==> src/rtl/rr_stream_mux4_pkg.sv <==
// Shared definitions for the 4:1 round-robin stream multiplexer.
// Holds channel-count constants, the arbiter FSM state type and a one-hot helper.
package rr_stream_mux4_pkg;

  localparam int NUM_CH = 4;
  localparam int SEL_W  = 2;

  typedef enum logic {
    ST_IDLE,
    ST_LOCK
  } state_e;

  function automatic logic [NUM_CH-1:0] ch_mask(input logic [SEL_W-1:0] ch);
    logic [NUM_CH-1:0] m;
    m     = '0;
    m[ch] = 1'b1;
    return m;
  endfunction

endpackage

==> src/rtl/rr_stream_mux4_pick.sv <==
// Combinational rotating-priority picker: the first request at or after ptr wins.
// Produces a one-hot grant, its binary index and an any-grant flag.
module rr_pick4
  import rr_stream_mux4_pkg::*;
(
  input  logic [NUM_CH-1:0] req_i,
  input  logic [SEL_W-1:0]  ptr_i,
  output logic [NUM_CH-1:0] grant_o,
  output logic [SEL_W-1:0]  idx_o,
  output logic              any_o
);

  always_comb begin
    // NOTE: every always_comb output gets a default first so no path leaves it unassigned (no latch).
    idx_o = ptr_i;
    any_o = |req_i;
    // Walk from the farthest offset back to ptr so the nearest hit overwrites the rest.
    for (int i = NUM_CH - 1; i >= 0; i--) begin
      if (req_i[ptr_i + SEL_W'(i)]) begin
        idx_o = ptr_i + SEL_W'(i);
      end
    end
    grant_o = any_o ? ch_mask(idx_o) : '0;
  end

endmodule

==> src/rtl/rr_stream_mux4.sv <==
// Four-to-one valid/ready stream merge with round-robin arbitration and packet locking.
// Output beats are registered and tagged with their source channel index.
module rr_stream_mux4
  import rr_stream_mux4_pkg::*;
#(
  parameter int WIDTH = 8
) (
  input  logic                    clk,
  input  logic                    rst,
  input  logic [NUM_CH-1:0]       in_valid,
  output logic [NUM_CH-1:0]       in_ready,
  input  logic [NUM_CH*WIDTH-1:0] in_data,
  input  logic [NUM_CH-1:0]       in_last,
  output logic                    out_valid,
  input  logic                    out_ready,
  output logic [WIDTH-1:0]        out_data,
  output logic [SEL_W-1:0]        out_sel,
  output logic                    out_last
);

  state_e             state_q;
  logic [SEL_W-1:0]   ptr_q;
  logic [SEL_W-1:0]   lock_q;
  logic               out_valid_q;
  logic [WIDTH-1:0]   out_data_q;
  logic [SEL_W-1:0]   out_sel_q;
  logic               out_last_q;

  logic [NUM_CH-1:0]  req;
  logic [SEL_W-1:0]   pick_ptr;
  logic [NUM_CH-1:0]  grant;
  logic [SEL_W-1:0]   pick_idx;
  logic               pick_any;
  logic               load;
  logic               accept;
  logic [WIDTH-1:0]   out_data_d;
  logic               out_last_d;

  // While locked only the owning channel may compete; everyone else is masked off.
  always_comb begin
    req      = in_valid;
    pick_ptr = ptr_q;
    if (state_q == ST_LOCK) begin
      req      = in_valid & ch_mask(lock_q);
      pick_ptr = lock_q;
    end
  end

  rr_pick4 u_pick (
    .req_i   (req),
    .ptr_i   (pick_ptr),
    .grant_o (grant),
    .idx_o   (pick_idx),
    .any_o   (pick_any)
  );

  assign load     = ~out_valid_q | out_ready;
  assign in_ready = grant & {NUM_CH{load & ~rst}};
  assign accept   = |in_ready;

  always_comb begin
    out_data_d = in_data[pick_idx*WIDTH +: WIDTH];
    out_last_d = in_last[pick_idx];
  end

  always_ff @(posedge clk) begin
    // NOTE: sequential state uses non-blocking assignments so every register sees pre-edge values.
    if (rst) begin
      state_q     <= ST_IDLE;
      ptr_q       <= '0;
      lock_q      <= '0;
      out_valid_q <= 1'b0;
      out_data_q  <= '0;
      out_sel_q   <= '0;
      out_last_q  <= 1'b0;
    end else begin
      if (load) begin
        out_valid_q <= pick_any;
        if (pick_any) begin
          out_data_q <= out_data_d;
          out_sel_q  <= pick_idx;
          out_last_q <= out_last_d;
        end
      end

      if (accept) begin
        unique case (state_q)
          ST_IDLE: begin
            if (out_last_d) begin
              ptr_q <= pick_idx + SEL_W'(1);
            end else begin
              state_q <= ST_LOCK;
              lock_q  <= pick_idx;
            end
          end
          ST_LOCK: begin
            if (out_last_d) begin
              state_q <= ST_IDLE;
              ptr_q   <= lock_q + SEL_W'(1);
            end
          end
          default: state_q <= ST_IDLE;
        endcase
      end
    end
  end

  assign out_valid = out_valid_q;
  assign out_data  = out_data_q;
  assign out_sel   = out_sel_q;
  assign out_last  = out_last_q;

endmodule

==> config.mk <==
export PLATFORM = sky130hd
export DESIGN_NAME = rr_stream_mux4
export DESIGN_NICKNAME = d
export VERILOG_FILES = /design/src/rtl/rr_stream_mux4_pkg.sv /design/src/rtl/rr_stream_mux4_pick.sv /design/src/rtl/rr_stream_mux4.sv
export SDC_FILE = /design/constraint.sdc
export NUM_CORES = 1
export LEC_CHECK = 0
export CAP_MARGIN = 20
export CORE_ASPECT_RATIO = 0.75
export CORE_MARGIN = 8
export CORE_UTILIZATION = 40
export DETAILED_ROUTE_END_ITERATION = 8
export PLACE_DENSITY_LB_ADDON = 0.05
export SYNTH_ARGS = -nofsm -noshare
export SYNTH_HDL_FRONTEND = slang
export SYNTH_SLANG_ARGS = --single-unit
==> constraint.sdc <==
create_clock -name clk -period 5.65 [get_ports clk]
set_input_delay 1.4125 -clock clk [delete_from_list [all_inputs] [get_ports clk]]
set_output_delay 1.4125 -clock clk [all_outputs]
set_load 0.1 [all_outputs]
# Yosys cells after proc, flatten, opt, wreduce, memory -nomap -nowiden
# Index checks and enable logic that the tools add are counted.
# totals
register_bits	17
inputBits	43
output_inout_bits	16
wordCells	63
# op_classes
n_addsub	5
n_lt_le_gt_ge	8
eq_ne	2
shift	1
mux	25
n_bitwise	8
n_reduce_logical	7
# op_table
operator	count
32-bit by 6-bit indexed part select with 8-bit output	1
2-bit by 3-bit less-than comparator with 1-bit output (second input constant)	6
2-bit 2-to-1 mux	7
1-bit binary-select mux with 2-bit select	5
4-bit AND	2
1-bit 2-to-1 mux	8
4-bit 2-to-1 mux	2
4-bit OR reduction	2
2-bit by 1-bit adder with 2-bit output (second input constant)	3
3-bit AND reduction	2
2-bit adder (second input constant)	2
1-bit demux with 2-bit select	2
2-bit by 1-bit greater-or-equal comparator with 1-bit output (second input constant)	2
1-bit NOT	4
2-bit one-hot mux with 2 select lines	1
1-bit logical AND	2
2-bit by 1-bit != test with 1-bit output (second input constant)	1
2-bit != test (second input constant)	1
2-bit AND reduction	1
1-bit AND	1
1-bit OR	1

# Depth between registers and ports, before layout
# logic_depth
ltp_word	20
depth_mapped	8

# Hierarchy
# Synthesis repeated with hierarchy kept, for this count alone.
# unflattened
cells_unflattened	143
hier_area_um2	1208.7
# by_module_without_submodules
module	n_inst	cells_each	area_per_inst_um2	seq_area_each_um2
rr_stream_mux4	1	108	992.2	340.3
rr_pick4	1	35	216.5	0.0

# Worst setup path before layout
# OpenSTA, ideal clock, no wires.
# synth_timing
path_type	input to output
startpoint	in in_valid[2]
endpoint	out in_ready[0]
arrival_time_ps	5140
slack_ps	-903
cell_stages	4
path_cell_list	and2b_2 > o41a_1 > buf_2 > nor4_1
# synth_via
elab_chain_len	14
word_cells_on_any_way	22
classes_between	order compare (2); mux (16); bitwise (2); reduce/logical (2)
# synth_rtl
item	line	rtl
start: declaration	rr_stream_mux4.sv:10	input logic [NUM_CH-1:0] in_valid,
4-bit AND	rr_stream_mux4.sv:44	req = in_valid & ch_mask(lock_q);
4-bit 2-to-1 mux (*)	rr_stream_mux4.sv:43	if (state_q == ST_LOCK) begin
1-bit binary-select mux with 2-bit select	rr_stream_mux4_pick.sv:19	if (req_i[ptr_i + SEL_W'(i)]) begin
1-bit 2-to-1 mux (implied by the code)	rr_stream_mux4_pick.sv:19	
2-bit 2-to-1 mux (4 in series)	rr_stream_mux4_pick.sv:19	
2-bit by 3-bit less-than comparator with 1-bit output (implied by the code) / 2-bit by 1-bit greater-or-equal comparator with 1-bit output (equally long branches)	rr_stream_mux4_pkg.sv:16	m[ch] = 1'b1;
1-bit logical AND (implied by the code)	rr_stream_mux4_pkg.sv:16	
1-bit 2-to-1 mux (implied by the code)	rr_stream_mux4_pkg.sv:16	
1-bit demux with 2-bit select	-	
4-bit 2-to-1 mux (*)	rr_stream_mux4_pick.sv:23	grant_o = any_o ? ch_mask(idx_o) : '0;
4-bit AND (*)	rr_stream_mux4.sv:58	assign in_ready = grant & {NUM_CH{load & ~rst}};
end: declaration	rr_stream_mux4.sv:11	output logic [NUM_CH-1:0] in_ready,
# Mark *: on every way between the ends. The rest lies on a longest branch, timed or not. The select of a mux whose other input is x is not followed.

# Worst setup path after layout
# layout_timing
startpoint	in in_valid[0]
endpoint	out in_ready[0]
# The elaborated chain is that of the path after synthesis.

==> results.toml <==
[status]
status = "finished, final reports clean"

[min_path]
hold_class = "reg -> reg"

[floorplan]
dieHeight_microns = 63.9
initial_utilization_pct = 41.6
core_area_sq_mm = 0.00294
rows = 17
die-area_sq_mm = 0.00510
io_pins = 59
die-width_microns = 79.8

[power_and_ir_drop]
ir_worst_vdd_uv = 265
power.share.combinational_pct = 74.6
p_switching_uw = 650
cellLeakagePower_uw = 0.000699
power.share.switching_pct = 54.9
power_density_mw_per_mm2 = 620
finalPower_uw = 1180
p_int_uw = 533
p_seq_share_pct = 17.7
power_frac_clock_pct = 7.7

[yosys]
ys_types = 41
synthArstFlopShare_pct = 0
seq_area_frac_synth_pct = 27.9
syn_avg_cell_area_sq_um = 9.11
syn_nets = 177
ys_ff_latch = 17
synthesis.area_sq_mm = 0.00122
synthFlopType = "dfxtp_1"
synthCells = 134
ys_warn_count = 0
synth-edff-count = 0

[sta]
fin_setup_tns_ns = 0
fin_skew_ns = 0.00122
setup_viol = 0
rsz0062_at_grt = "no"
post-route-period-util_pct = 89.9
slew_viol_final = 0
max_clock_freq_mhz = 197
max-slew-margin-rel_pct = 33.5
fin_crit_ns = 5.08
hold_violations = 0
max_slew.worst_pin.slew_ns = 0.994

[drt]
topRoutingLayerUsed = "met4"
dr.pass1.iters = 4
met3_wirelength_microns = 264
met2_length_mm = 1.82
drt-met1-wl_mm = 1.63
drtIter0Drc = 60
drc = 0
routed_wl_mm = 3.74
avgRoutedWirePerCell_microns = 16.2
vias = 1295
routed_via_density = 5.63
antenna_left = 0

[setup_path]
worst-path-max-fanout = 14
startpoint_type = "input pin"
cp.required_ns = 4.24
cp.arrival_ns = 3.67
worstSetupEndpointType = "output port"
path_class = "in -> out"

[layout]
final_common_cell = "clkdlybuf4s50_1"
fillers = 250
nets = 236
layout-drive-gt1-share_pct = 12.0
final_cells = 230
diodes = 0
final_cell_mix = "54 x clkdlybuf4s50_1, 24 x nand2_1, 17 x dfxtp_1, 13 x a21oi_1, 9 x nor2_1"
regArea_sq_um = 340
area.growth.synth_to_final_pct = 56.1
multi_input_area_sq_um = 825

[place]
io_buffers = 58
place_inst = 226
place_hpwl_mm = 3.12
gp_congestion = 0.824

[clock_tree]
clock_path_buffers = 2
cts_tree = "yes"
post_cts_buffers = 0
cts_root_buf = "clkbuf_8"
holdBufCountCts = 0
post_cts_resized = 0
clock_latency_ns = 0.25
htree_levels = 1
clk_pin_slew_ns = 0.06
numClockSinks = 17
numCtsBuffers = 3

[grt]
grt_pass1_vias = 1300
grt_max_degree = 26
grtUsageTotal_pct = 14.2
grt_pass1_wl_mm = 5.92
antenna_found_initial = 0
overflow = 0

[job]
drv_cap = 0
==> through the flow <==
stage / hold WS (ns) / util (%) / setup slack, ns / area (sq um)
final: 0.462 / 65.0 / 0.568 / 1910
after global routing: 0.484 / 65.0 / 0.477 / 1910
after CTS: 0.459 / 65.0 / 0.565 / 1910
after detailed placement: 0.450 / 63.4 / 0.562 / 1860
after global placement: 0.444 / 63.4 / 0.648 / 1860
after floorplan: 0.506 / - / -0.903 / 1220
==> worst max-delay path, stage by stage <==
cell and delay [ns]:
clkdlybuf4s50_1 0.51, and2b_2 0.28, o41ai_1 0.43, o41a_1 0.64, nor4_1 0.18, buf_12 0.21
==> power by group through the flow <==
| stage | Sequential (uW) | Combinational, uW | Clock, uW |
|---|---|---|---|
| 2_1_floorplan | 450 | 439 | 0 |
| 3_3_place_gp | 211 | 873 | 0 |
| 3_5_place_dp | 212 | 885 | 0 |
| 4_1_cts | 210 | 887 | 92.0 |
| 5_1_grt | 216 | 930 | 98.9 |
| 6_report | 209 | 882 | 90.7 |
==> cells by family after synthesis <==
family / count (synthesis) / synth area share, %
simple gates: 59 / 23.8
compound gates: 35 / 23.3
flops: 17 / 27.9
mux: 12 / 20.5
buf+inv: 11 / 4.61
==> per-layer routing <==
layer	up-vias	GRT usage, %
met4	0	2.71
li1	634	-
met1	615	17.4
met5	-	0
met3	2	4.19
met2	44	24.1
==> synth_stat cells, types with 3 or more instances <==
library cell,n,share of area (%)
nor2_1,9,2.8
nand2_1,24,7.4
dfxtp_1,17,28
nor2b_1,5,2.6
nand3_1,3,1.2
a21oi_1,13,5.3
buf_2,3,1.2
mux4_1,4,8.6
a211o_1,3,2.2
clkbuf_1,3,0.92
nand2b_1,5,2.6
mux4_2,5,9.2
nor4_1,3,1.5
==> cell type report <==
| type | instances | area share (%) |
|---|---|---|
| clock buffers | 4 | 2.36 |
| repair buffers | 62 | 33.5 |
| flip-flops and latches | 17 | 17.8 |
| inverters | 3 | 0.591 |
| multi-input cells | 106 | 43.2 |
| well taps | 38 | 2.49 |
==> state kept, by name, indices dropped and copies added (netlist names) <==
register / flops
out_data: 8
lock_q: 2
out_sel: 2
ptr_q: 2
out_last: 1
out_valid: 1
state_q: 1
==> worst paths after layout <==
path | startpoint | to | slack, ns | cells after the start
worst max-delay path | in_valid[0] | in_ready[0] | 0.57 | 6
worst min-delay path | out_data[5]$_SDFFE_PP0P_ | out_data[5]$_SDFFE_PP0P_ | 0.46 | 2
worst max register to register | ptr_q[0]$_SDFFE_PP0P_ | ptr_q[1]$_SDFFE_PP0P_ | 2.94 | 6
worst min register to register | out_data[5]$_SDFFE_PP0P_ | out_data[5]$_SDFFE_PP0P_ | 0.46 | 2
(Power assumes the default switching activity.)
